### src/rtl/divvy_pc_pkg.sv
// Shared types and defaults for the Divvy program-counter unit.
package divvy_pc_pkg;

  localparam int unsigned PC_W_DEFAULT = 16;

  typedef enum logic [2:0] {
    SRC_INC,
    SRC_BR_ABS,
    SRC_BR_REL,
    SRC_CALL,
    SRC_RET,
    SRC_HOLD
  } pc_src_t;

endpackage

### src/rtl/pc_ras.sv
// Circular return-address stack; a push when full overwrites the oldest entry.
module pc_ras #(
  parameter int unsigned PC_W      = 16,
  parameter int unsigned RAS_DEPTH = 4
) (
  input  logic                         clk,
  input  logic                         rst,
  input  logic                         push,
  input  logic                         pop,
  input  logic [PC_W-1:0]              push_data,
  output logic [PC_W-1:0]              top,
  output logic [$clog2(RAS_DEPTH):0]   count,
  output logic                         empty,
  output logic                         full,
  output logic                         overflow,
  output logic                         underflow
);

  localparam int unsigned AW = $clog2(RAS_DEPTH);
  localparam int unsigned CW = AW + 1;
  localparam logic [CW-1:0] FULL_CNT = CW'(RAS_DEPTH);

  logic [PC_W-1:0] mem_q [RAS_DEPTH];
  logic [PC_W-1:0] mem_d [RAS_DEPTH];
  logic [AW-1:0]   ptr_q, ptr_d;
  logic [CW-1:0]   count_q, count_d;
  logic            do_push, do_pop;

  assign empty     = (count_q == '0);
  assign full      = (count_q == FULL_CNT);
  assign count     = count_q;
  // ptr_q addresses the next free slot; the power-of-two depth makes it wrap for free
  assign top       = mem_q[ptr_q - AW'(1)];
  assign do_push   = push & ~pop;
  assign do_pop    = pop & ~push & ~empty;
  assign overflow  = push & ~pop & full;
  assign underflow = pop & ~push & empty;

  always_comb begin
    ptr_d   = ptr_q;
    count_d = count_q;
    mem_d   = mem_q;
    if (do_push) begin
      mem_d[ptr_q] = push_data;
      ptr_d        = ptr_q + AW'(1);
      if (!full) count_d = count_q + CW'(1);
    end else if (do_pop) begin
      ptr_d   = ptr_q - AW'(1);
      count_d = count_q - CW'(1);
    end
  end

  always_ff @(posedge clk or posedge rst) begin
    if (rst) begin
      ptr_q   <= '0;
      count_q <= '0;
      for (int unsigned i = 0; i < RAS_DEPTH; i++) mem_q[i] <= '0;
    end else begin
      ptr_q   <= ptr_d;
      count_q <= count_d;
      mem_q   <= mem_d;
    end
  end

endmodule

### src/rtl/pc_stack.sv
// Program counter with conditional branch (abs/rel), call/return via pc_ras, and sticky fault.
module pc_stack
  import divvy_pc_pkg::*;
#(
  parameter int unsigned    PC_W      = PC_W_DEFAULT,
  parameter int unsigned    RAS_DEPTH = 4,
  parameter logic [PC_W-1:0] RESET_PC = '0
) (
  input  logic            CLK,
  input  logic            RESET,
  input  logic            HALT,
  input  logic            Branch,
  input  logic            BrNZ,
  input  logic            BrRel,
  input  logic            Zero,
  input  logic            Call,
  input  logic            Ret,
  input  logic [PC_W-1:0] Target,
  output logic [PC_W-1:0] PC,
  output logic            Taken,
  output logic            RasEmpty,
  output logic            RasFull,
  output logic            Fault
);

  logic [PC_W-1:0] pc_q, pc_d, pc_inc;
  logic            taken_q, taken_d;
  logic            fault_q, fault_d;
  pc_src_t         src;
  logic            conflict, br_cond;

  logic                       ras_push, ras_pop;
  logic [PC_W-1:0]            ras_top;
  logic [$clog2(RAS_DEPTH):0] ras_count;
  logic                       ras_empty, ras_full, ras_ovf, ras_unf;

  assign pc_inc   = pc_q + PC_W'(1);
  assign conflict = Call & Ret;
  assign br_cond  = BrNZ ? ~Zero : Zero;
  assign ras_push = Call & ~HALT;
  assign ras_pop  = Ret & ~HALT;

  pc_ras #(
    .PC_W      (PC_W),
    .RAS_DEPTH (RAS_DEPTH)
  ) u_ras (
    .clk       (CLK),
    .rst       (RESET),
    .push      (ras_push),
    .pop       (ras_pop),
    .push_data (pc_inc),
    .top       (ras_top),
    .count     (ras_count),
    .empty     (ras_empty),
    .full      (ras_full),
    .overflow  (ras_ovf),
    .underflow (ras_unf)
  );

  // Priority mux: HALT > Call/Ret conflict > Ret > Call > Branch > increment
  always_comb begin
    src = SRC_INC;
    if (HALT)                 src = SRC_HOLD;
    else if (conflict)        src = SRC_INC;
    else if (Ret)             src = ras_empty ? SRC_INC : SRC_RET;
    else if (Call)            src = SRC_CALL;
    else if (Branch && br_cond) src = BrRel ? SRC_BR_REL : SRC_BR_ABS;
  end

  always_comb begin
    pc_d    = pc_q;
    taken_d = taken_q;
    fault_d = fault_q;
    case (src)
      SRC_INC:    pc_d = pc_inc;
      SRC_BR_ABS: pc_d = Target;
      SRC_BR_REL: pc_d = pc_q + Target;
      SRC_CALL:   pc_d = Target;
      SRC_RET:    pc_d = ras_top;
      default:    pc_d = pc_q;
    endcase
    if (src != SRC_HOLD) begin
      taken_d = (src != SRC_INC);
      fault_d = fault_q | conflict | ras_ovf | ras_unf;
    end
  end

  always_ff @(posedge CLK or posedge RESET) begin
    if (RESET) begin
      pc_q    <= RESET_PC;
      taken_q <= 1'b0;
      fault_q <= 1'b0;
    end else begin
      pc_q    <= pc_d;
      taken_q <= taken_d;
      fault_q <= fault_d;
    end
  end

  assign PC       = pc_q;
  assign Taken    = taken_q;
  assign Fault    = fault_q;
  assign RasEmpty = (ras_count == '0);
  assign RasFull  = ras_full;

endmodule

### config.mk
export PLATFORM = sky130hd
export DESIGN_NAME = pc_stack
export DESIGN_NICKNAME = d
export VERILOG_FILES = /design/src/rtl/divvy_pc_pkg.sv /design/src/rtl/pc_ras.sv /design/src/rtl/pc_stack.sv
export SDC_FILE = /design/constraint.sdc
export NUM_CORES = 1
export LEC_CHECK = 0
export BUFFER_PORTS_ARGS = -buffer_cell sky130_fd_sc_hd__buf_4
export CAP_MARGIN = 20
export CORE_ASPECT_RATIO = 1.5
export CORE_MARGIN = 5
export CORE_UTILIZATION = 40
export CTS_BUF_LIST = sky130_fd_sc_hd__clkbuf_8
export DETAILED_ROUTE_END_ITERATION = 12
export HOLD_SLACK_MARGIN = 0.05
export PLACE_DENSITY = 0.64
export SYNTH_ARGS = -nofsm -noshare
export SYNTH_HDL_FRONTEND = slang
export SYNTH_SLANG_ARGS = --single-unit
export TNS_END_PERCENT = 20
### constraint.sdc
create_clock -name CLK -period 6.1 [get_ports CLK]
set_input_delay 0.305 -clock CLK [delete_from_list [all_inputs] [get_ports CLK]]
set_output_delay 0.305 -clock CLK [all_outputs]
set_load 0.02 [all_outputs]
==> metrics.yaml <==
run_status:
  status: "complete, no violations"
power:
  p_leak_uw: 0.00250
  vdd_drop_max_uv: 150
  power_density_nw_per_um2: 472
  finalPower_uw: 2730
yosys:
  synth_adder_area_share_pct: 5.65
  syn_nets: 569
  ys_types: 72
  synthCells: 522
  synth_simple_gate_area_share_pct: 13.9
  synth_enable_flop_cells: 0
  muxShareOfSynthArea_pct: 8.13
  synth_compound_area_share_pct: 21.0
  syn_area_sq_um: 5140
  avgSynthCellArea_sq_um: 9.85
  synth_seq_cells: 87
  synth_xor_area_share_pct: 4.26
  synth_ff_type: "dfrtp_1"
  yosys_warnings: 0
  synth_top_family_by_area: "compound AO/OA/AOI/OAI gates"
  synth_seq_area_share_pct: 42.4
  synthArstFlopShare_pct: 100
cells_and_area:
  layout_commonest_cell: "dfrtp_1"
  synthToLayoutAreaGrowth_pct: 12.5
  antenna_cells: 0
  drive_gt1_share_pct: 17.9
  layout_common_cells: "87 x dfrtp_1, 68 x nand2_1, 59 x o21ai_0"
  fill_cells: 1166
  nNetsFinal: 600
  multi_input_comb_area_sq_um: 2730
  seq_area_sq_um: 2180
  instances_no_fill: 714
sta:
  fmax_ghz: 0.373
  worst_pin_slew_ns: 0.999
  layout_min_cycle_time_ns: 2.68
  setup_violations: 0
  finalCritPeriodShare_pct: 43.9
  maxSlewHeadroom_pct: 33.3
  skew_ns: 0.0103
  drv_slew: 0
  finalHoldViolCount: 0
  rsz0062_at_grt: "no"
  finalSetupTns_ns: 0
placement:
  place.gp.congestion: 0.900
  port_buffers: 44
  dp_hpwl_microns: 9560
  dpl.cell_count: 695
global_routing:
  gr-usage-all-layers_pct: 18.1
  grt_pass1_vias: 4150
  antenna_found_initial: 0
  grt_pass1_wl_microns: 21400
  grt_max_degree: 77
  gr-total-overflow: 0
floorplanning:
  io_pins: 45
  dieArea_sq_um: 15300
  core_sq_um: 12600
  rows: 50
  die_x_microns: 103
  initial_utilization_pct: 40.9
  fp.dieH_microns: 149
cts:
  cts.sinks: 87
  cts_buffers: 9
  path_clk_slew_ns: 0.09
  cts_tree: "built"
  post_cts_buffers: 0
  clock_latency_ns: 0.36
  cts-htree-levels: 3
  cts_resized: 0
  clockBufferDepth: 2
  clockRootBuffer: "clkbuf_8"
job:
  drv_cap: 0
detailed_routing:
  drc: 0
  drt_first_iter_violations: 274
  via_count: 4117
  drt_wl_total_microns: 13200
  dr.pass1.iters: 4
  ant_nets: 0
  wl_per_cell_microns: 18.4
  viasPerCell: 5.77
worst_hold_path:
  hold_end: "PC[0]"
  hp-start: "Target[0]"
  whs_path_depth: 3
  hold_path.class: "in2reg"
worst_setup_path:
  rr_worst_depth: 9
  r2r_end: "PC[14]"
  worstPathRequired_ns: 6.38
  worstPathMaxFanout: 11
  endpoint_kind: "register"
  crit_start: "PC[0]"
  arrival_ns: 2.96
  startpoint_type: "register"
  rr_startpoint: "PC[0]"
  reg2reg_slack_ns: 3.42
  criticalPathCategory: "reg2reg"
==> power breakdown <==
group / internal [uW] / total, uW / switching (uW)
Combinational: 622 / 1290 / 669
Sequential: 828 / 1030 / 205
Clock: 199 / 404 / 205
==> how the worst max path moves through the flow <==
stage / to / depth (start not counted)
floorplan: PC[11] / 10
global placement: PC[7] / 6
detailed placement: PC[11] / 6
CTS: PC[11] / 6
global route: PC[14] / 9
finish: PC[14] / 9
==> what timing repair did <==
item / 4_1_cts / 5_1_grt
hold buffers: 1 / 0
endpoints found under the setup margin: 0 / 0
endpoints found under the hold margin: 11 / 0
==> Yosys cell counts, drive strengths merged (3+ instances only) <==
library cell | number | area share (%)
a21o | 9 | 1.3
a21oi | 33 | 3.3
a221oi | 15 | 2.8
a222oi | 4 | 0.78
a2bb2oi | 5 | 0.85
a31oi | 4 | 0.49
and2 | 6 | 0.73
buf | 13 | 1.6
clkbuf | 18 | 1.7
dfrtp | 87 | 42
ha | 20 | 4.9
inv | 17 | 1.2
mux2 | 3 | 0.66
mux4 | 16 | 7.1
nand2 | 68 | 5.0
nand2b | 5 | 0.61
nand3 | 8 | 0.78
nand4 | 5 | 0.73
nor2 | 37 | 2.8
nor3 | 10 | 1.1
o211ai | 5 | 0.73
o21a | 5 | 0.73
o21ai | 59 | 5.7
o221ai | 3 | 0.51
o31a | 3 | 0.54
xnor2 | 18 | 3.1
xor2 | 7 | 1.2
==> stage by stage <==
stage	hold slack [ns]	util [%]	setup WS, ns	cell area (sq um)
CTS	0.229	45.6	3.32	5740
detailed placement	0.251	44.0	3.32	5530
finish	0.248	46.0	3.42	5780
global placement	0.248	43.9	3.37	5520
global route	0.249	46.0	3.26	5780
floorplan	0.440	-	3.32	5140
==> state kept, by name, summed over array words and instances (netlist names) <==
| name | flops |
|---|---|
| Taken | 1 |
| u_ras.ptr_q | 2 |
| Fault | 1 |
| u_ras.mem_q | 64 |
| u_ras.count | 3 |
| PC | 16 |
==> area by class of cell <==
| class | count | share of cell area, % |
|---|---|---|
| clock inverter | 6 | 1.06 |
| inverter | 18 | 1.19 |
| tap | 156 | 3.38 |
| multi-input combinational | 386 | 47.2 |
| clock buffer | 10 | 2.38 |
| sequential | 87 | 37.7 |
| timing repair buffer | 51 | 7.10 |
==> cell families (layout without fill, tap and decap cells) <==
family | after synthesis | count (layout)
flops | 87 | 87
mux | 21 | 21
compound gates | 164 | 164
buf+inv | 49 | 85
fa+ha+maj | 22 | 22
xor+xnor | 25 | 25
simple gates | 154 | 154
==> per-layer routing <==
layer	up-vias	track usage [%]	routed length (microns)
met5	-	0	0
met4	0	7.68	339
met3	24	2.81	524
met2	97	30.0	6740
met1	2025	23.1	5550
li1	1971	-	-
==> critical path, cell delays in order, from the launching register on <==
cell	delay, ns
dfrtp_1	0.63
ha_1	0.30
inv_1	0.07
fa_1	0.40
nand2b_1	0.18
a21o_1	0.22
a21oi_2	0.21
o21ai_0	0.10
a31o_1	0.26
a221oi_2	0.22
No activity file was read; power rests on OpenSTA's default activity.
